`config.mk`:
```
export PLATFORM = sky130hd
export DESIGN_NAME = stopwatch_ctrl_flat
export DESIGN_NICKNAME = d
export VERILOG_FILES = /design/src/rtl/stopwatch_if.sv /design/src/rtl/stopwatch_ctrl.sv /design/src/flat_wrapper.sv
export SDC_FILE = /design/constraint.sdc
export NUM_CORES = 1
export LEC_CHECK = 0
export ABC_AREA = 1
export BUFFER_PORTS_ARGS = -buffer_cell sky130_fd_sc_hd__buf_2
export CORE_ASPECT_RATIO = 1.4
export CORE_MARGIN = 4
export CORE_UTILIZATION = 63
export DETAILED_ROUTE_END_ITERATION = 7
export HOLD_SLACK_MARGIN = 0.08
export PLACE_DENSITY_LB_ADDON = 0.3
export SYNTH_ARGS = -nofsm -noshare
export SYNTH_HDL_FRONTEND = slang
export SYNTH_SLANG_ARGS = --single-unit
```
`constraint.sdc`:
```
create_clock -name clk -period 3.9 [get_ports clk]
set_clock_uncertainty 0.1 [all_clocks]
set_input_delay 0.39 -clock clk [delete_from_list [all_inputs] [get_ports clk]]
set_output_delay 0.39 -clock clk [all_outputs]
set_load 0.01 [all_outputs]
```
`src/rtl/stopwatch_if.sv`:
```
// Button inputs and datapath control outputs of the stopwatch sequencer.
// The master side (board/bench) drives buttons; the slave side (sequencer) drives controls.
interface stopwatch_if;
    logic       btn_ss;
    logic       btn_lap;
    logic       btn_clr;
    logic       count_en;
    logic       count_clr;
    logic       latch_en;
    logic [1:0] state_out;

    modport master (
        output btn_ss, btn_lap, btn_clr,
        input  count_en, count_clr, latch_en, state_out
    );

    modport slave (
        input  btn_ss, btn_lap, btn_clr,
        output count_en, count_clr, latch_en, state_out
    );
endinterface

```
`src/rtl/stopwatch_ctrl.sv`:
```
// Stopwatch control sequencer: button sync/debounce, start/pause/lap/clear FSM,
// one-second prescaler and datapath control strobes.
module stopwatch_ctrl #(
    parameter int TICK_DIV     = 50_000_000,
    parameter int DEBOUNCE_CYC = 1_000_000
) (
    input  logic        clk,
    input  logic        reset,
    stopwatch_if.slave  sw
);
    localparam logic [1:0] IDLE  = 2'b00;
    localparam logic [1:0] RUN   = 2'b01;
    localparam logic [1:0] PAUSE = 2'b10;
    localparam logic [1:0] LAP   = 2'b11;

    localparam int DB_W = $clog2(DEBOUNCE_CYC + 1);
    localparam int PS_W = $clog2(TICK_DIV);

    localparam int B_SS  = 0;
    localparam int B_LAP = 1;
    localparam int B_CLR = 2;

    logic [2:0]      btn_raw;
    logic [2:0]      sync1_q, sync2_q;
    logic [2:0]      deb_q, deb_d, deb_prev_q;
    logic [DB_W-1:0] db_cnt_q [3];
    logic [DB_W-1:0] db_cnt_d [3];
    logic [2:0]      press;

    logic [1:0]      state_q, state_d;
    logic [PS_W-1:0] presc_q, presc_d;
    logic            clr_q, clr_d;
    logic            latch_q, latch_d;
    logic            running, tick;

    assign btn_raw = {sw.btn_clr, sw.btn_lap, sw.btn_ss};

    // The counter only runs while the synchronised value disagrees with the accepted level.
    always_comb begin
        // NOTE: every combinational output gets a default first so no latch is inferred.
        for (int i = 0; i < 3; i++) begin
            deb_d[i]    = deb_q[i];
            db_cnt_d[i] = '0;
            if (sync2_q[i] != deb_q[i]) begin
                if (db_cnt_q[i] == DB_W'(DEBOUNCE_CYC - 1))
                    deb_d[i] = ~deb_q[i];
                else
                    db_cnt_d[i] = db_cnt_q[i] + 1'b1;
            end
        end
    end

    assign press   = deb_q & ~deb_prev_q;
    assign running = (state_q == RUN) || (state_q == LAP);
    assign tick    = running && (presc_q == PS_W'(TICK_DIV - 1));

    // Presses are taken in priority order clr > ss > lap; a press invalid in this state falls through.
    always_comb begin
        state_d = state_q;
        clr_d   = 1'b0;
        case (state_q)
            IDLE: begin
                if (press[B_CLR])     clr_d   = 1'b1;
                else if (press[B_SS]) state_d = RUN;
            end
            RUN: begin
                if (press[B_SS])       state_d = PAUSE;
                else if (press[B_LAP]) state_d = LAP;
            end
            LAP: begin
                if (press[B_SS])       state_d = PAUSE;
                else if (press[B_LAP]) state_d = RUN;
            end
            PAUSE: begin
                if (press[B_CLR]) begin
                    state_d = IDLE;
                    clr_d   = 1'b1;
                end else if (press[B_SS]) begin
                    state_d = RUN;
                end
            end
            default: state_d = IDLE;
        endcase

        if (state_d == IDLE)
            presc_d = '0;
        else if (running)
            presc_d = tick ? '0 : presc_q + 1'b1;
        else
            presc_d = presc_q;

        latch_d = (state_d != LAP);
    end

    always_ff @(posedge clk or posedge reset) begin
        if (reset) begin
            sync1_q    <= '0;
            sync2_q    <= '0;
            deb_q      <= '0;
            deb_prev_q <= '0;
            for (int i = 0; i < 3; i++) db_cnt_q[i] <= '0;
            state_q    <= IDLE;
            presc_q    <= '0;
            clr_q      <= 1'b0;
            latch_q    <= 1'b1;
        end else begin
            // NOTE: sequential state uses non-blocking assignments so every flop samples pre-edge values.
            sync1_q    <= btn_raw;
            sync2_q    <= sync1_q;
            deb_q      <= deb_d;
            deb_prev_q <= deb_q;
            for (int i = 0; i < 3; i++) db_cnt_q[i] <= db_cnt_d[i];
            state_q    <= state_d;
            presc_q    <= presc_d;
            clr_q      <= clr_d;
            latch_q    <= latch_d;
        end
    end

    assign sw.count_en  = tick;
    assign sw.count_clr = clr_q;
    assign sw.latch_en  = latch_q;
    assign sw.state_out = state_q;

endmodule

```
`src/flat_wrapper.sv`:
```
// flat-port wrapper written by rule: the top's interface ports become plain ports
module stopwatch_ctrl_flat 
#(
    parameter int TICK_DIV     = 50_000_000,
    parameter int DEBOUNCE_CYC = 1_000_000
)
  (clk, reset, sw_btn_ss, sw_btn_lap, sw_btn_clr, sw_count_en, sw_count_clr, sw_latch_en, sw_state_out);
  stopwatch_if sw_i ();
  input  logic clk;
  input  logic reset;
  input wire logic [$bits(sw_i.btn_ss)-1:0] sw_btn_ss;
  input wire logic [$bits(sw_i.btn_lap)-1:0] sw_btn_lap;
  input wire logic [$bits(sw_i.btn_clr)-1:0] sw_btn_clr;
  output wire logic [$bits(sw_i.count_en)-1:0] sw_count_en;
  output wire logic [$bits(sw_i.count_clr)-1:0] sw_count_clr;
  output wire logic [$bits(sw_i.latch_en)-1:0] sw_latch_en;
  output wire logic [$bits(sw_i.state_out)-1:0] sw_state_out;
  assign sw_i.btn_ss = sw_btn_ss;
  assign sw_i.btn_lap = sw_btn_lap;
  assign sw_i.btn_clr = sw_btn_clr;
  assign sw_count_en = sw_i.count_en;
  assign sw_count_clr = sw_i.count_clr;
  assign sw_latch_en = sw_i.latch_en;
  assign sw_state_out = sw_i.state_out;
  stopwatch_ctrl #(.TICK_DIV(TICK_DIV), .DEBOUNCE_CYC(DEBOUNCE_CYC)) u_core (.clk(clk), .reset(reset), .sw(sw_i));
endmodule
```
==> results.sh <==
export IMPL_status="finished clean"
export IMPL_rows=40
export IMPL_viasPerCell=5.653
export IMPL_crit_path_cell_trace="inv_4 > nor4_1 > nand3_1 > nor4_1 > buf_2"
export IMPL_setup_viol=0
export IMPL_synth_main_ff_cell="dfrtp_1"
export IMPL_first_global_vias=4820
export IMPL_dieArea_um2=10650
export IMPL_area_delta_synth_final_pct=8.368
export IMPL_peakVddDrop_uv=295.5
export IMPL_finalHoldViolations=0
export IMPL_drc=0
export IMPL_final_cells=876
export IMPL_drtAntennaViolNets=0
export IMPL_fin_crit_sh=0.6555
export IMPL_leakagePower_nw=2.816
export IMPL_crit_path_max_fanout=19
export IMPL_slew_headroom=0.5622
export IMPL_endpoint_kind="output port"
export IMPL_antenna_found_initial=0
export IMPL_die_h_um=120.5
export IMPL_path_clk_slew_ns=0.07
export IMPL_ys_seq_area_frac=0.4483
export IMPL_ctsRootBufferMaster="clkbuf_16"
export IMPL_critPathArrivalTime_ns=2.07
export IMPL_dpl_cell_count=856
export IMPL_cts_setup_buffers=0
export IMPL_setup_ws_ns=1.343
export IMPL_timing_fmax_mhz=391.2
export IMPL_nNetsFinal=775
export IMPL_place_area_um2=5827
export IMPL_finalCriticalPeriod_ns=2.557
export IMPL_hold_ws_ns=0.2531
export IMPL_cpMostUsedCell="nor4_1"
export IMPL_wl_per_cell_um=14.40
export IMPL_max_cap_violations=0
export IMPL_grt_setup_unrepaired="false"
export IMPL_critPathMaxStageDelay_ns=0.75
export IMPL_syn_instance_count=748
export IMPL_cts_sinks=102
export IMPL_ys_async_sr_fraction=1.000
export IMPL_drive_gt1_frac=0.1077
export IMPL_htreeDepth=3
export IMPL_yosysWarnings=0
export IMPL_vias=4952
export IMPL_cts_max_path_buffers=2
export IMPL_numCtsBuffers=9
export IMPL_yosys_register_bits=102
export IMPL_grtUsageTotal=0.2556
export IMPL_first_pass_iters=5
export IMPL_synth_fp_nets=757
export IMPL_crit_type="flip-flop to output port"
export IMPL_gp_congestion=1.007
export IMPL_post_dp_hpwl_um=9031
export IMPL_die_x_um=88.37
export IMPL_grt_pass1_wl_um=21580
export IMPL_coreArea_um2=8708
export IMPL_synthDistinctLibCells=40
export IMPL_grt_overflow_total=0
export IMPL_place_ws_ns=1.727
export IMPL_hp_start="u_core.sync1_q[0]"
export IMPL_crit_slowest_cell="dfrtp_1"
export IMPL_final_area_um2=6173
export IMPL_mostFrequentLayoutCells="nand2_1, nor2_1, dfrtp_1, inv_1, nand3_1"
export IMPL_drtIter0Drc=414
export IMPL_synth_edff_count=0
export IMPL_p_per_area_nw_per_um2=331.7
export IMPL_reg2reg_from="u_core.sw.state_out[0]"
export IMPL_tightest_slew_ns=0.6566
export IMPL_mostFrequentLayoutCell="nand2_1"
export IMPL_start_kind="flip-flop"
export IMPL_critical_path_startpoint="u_core.sw.state_out[0]"
export IMPL_avgSynthCellArea_um2=7.616
export IMPL_insertion_delay_ns=0.35
export IMPL_fin_tns_setup_ns=0
export IMPL_netlist_area_um2=5697
export IMPL_start_util=0.6542
export IMPL_tritoncts="built"
export IMPL_io_buffers=9
export IMPL_drt_wl_total_um=12610
export IMPL_drv_slew=0
export IMPL_io_pins=10
export IMPL_grt_max_degree=55
export IMPL_min_path_type="flip-flop to flip-flop"
export IMPL_required_ns=3.41
export IMPL_n_antenna_cell=0
## per-layer routing
| layer | global-route usage | vias up | routed length, um | share of wire |
|---|---|---|---|---|
| met5 | 0 | - | 0 | 0 |
| met4 | 0.1078 | 0 | 409 | 0.032 |
| met3 | 0.04158 | 37 | 531 | 0.042 |
| met2 | 0.4331 | 133 | 6546 | 0.52 |
| met1 | 0.3188 | 2348 | 5123 | 0.41 |
| li1 | - | 2434 | - | - |
## metrics by stage
step / utilization / power [mW]
after global placement: 0.6691 / 1.149
after CTS: 0.7089 / 2.063
after global routing: 0.7089 / 2.117
after detailed placement: 0.6691 / 1.152
final: 0.7089 / 2.047
after floorplan: - / 1.135
## what timing repair did
action	4_1_cts	5_1_grt
setup endpoints to repair	0	0
hold endpoints to repair	18	0
gates resized for setup	0	0
hold buffers	4	0
## layout make-up
cell class	instances	area, um^2
multi-input cells	540	2706
flip-flops and latches	102	2554
fillers	677	2535
inverters	98	375.4
clock buffers	10	239.0
well taps	105	131.4
repair buffers	15	100.1
clock inverters	6	67.56
## cells by family after synthesis
kind of cell               share of synthesized area
and+or+nand+nor                               0.3749
DFF                                           0.4483
adders and majority gates                   0.008786
muxes                                       0.003953
buffers and inverters                        0.07665
xor gates and xnor gates                     0.04305
AOI/OAI and AO/OA                            0.04437
## synthesized netlist by cell type (all sizes together) (4+ instances only)
cell | number | area share
ha | 4 | 0.0088
nand3 | 62 | 0.058
nand3b | 4 | 0.0053
a21oi | 21 | 0.019
nand4 | 25 | 0.032
inv | 97 | 0.065
o21ai | 18 | 0.016
nor3 | 30 | 0.037
nand2 | 177 | 0.12
xor2 | 25 | 0.038
dfrtp | 101 | 0.44
nor2 | 155 | 0.11
buf | 8 | 0.011
## power by group
part           internal, mW  switching (mW)  leakage [nW]
clock network         0.519           0.395         0.151
logic                0.0157          0.0415          1.26
registers              1.07         0.00842          1.40
## state kept, by name (all words and copies together), names as in the netlist
signal / cells
u_core.db_cnt_q: 60
u_core.deb_prev_q: 3
u_core.sw.state_out: 2
u_core.sync1_q: 3
u_core.presc_q: 26
u_core.sw.latch_en: 1
u_core.deb_q: 3
u_core.sw.count_clr: 1
u_core.sync2_q: 3
## path summary, 6_finish.rpt
| check | end | slack, ns | cells past startpoint |
|---|---|---|---|
| setup / recovery | sw_count_en | 1.34 | 5 |
| hold / removal | u_core.sync2_q[0] | 0.25 | 0 |
| setup reg to reg | u_core.presc_q[4] | 1.69 | 7 |
| hold reg to reg | u_core.sync2_q[0] | 0.25 | 0 |
| max in group asynchronous | u_core.db_cnt_q[38] | 2.36 | 4 |
| min in group asynchronous | u_core.presc_q[3] | 0.42 | 3 |
## critical path: cells and delay by family, from the launching register on
family | cells | cell delay (ns)
flip-flops | 1 | 0.75
AND/OR/NAND/NOR | 3 | 0.61
buffers and inverters | 2 | 0.36
Power figures use the tool's default switching activity.
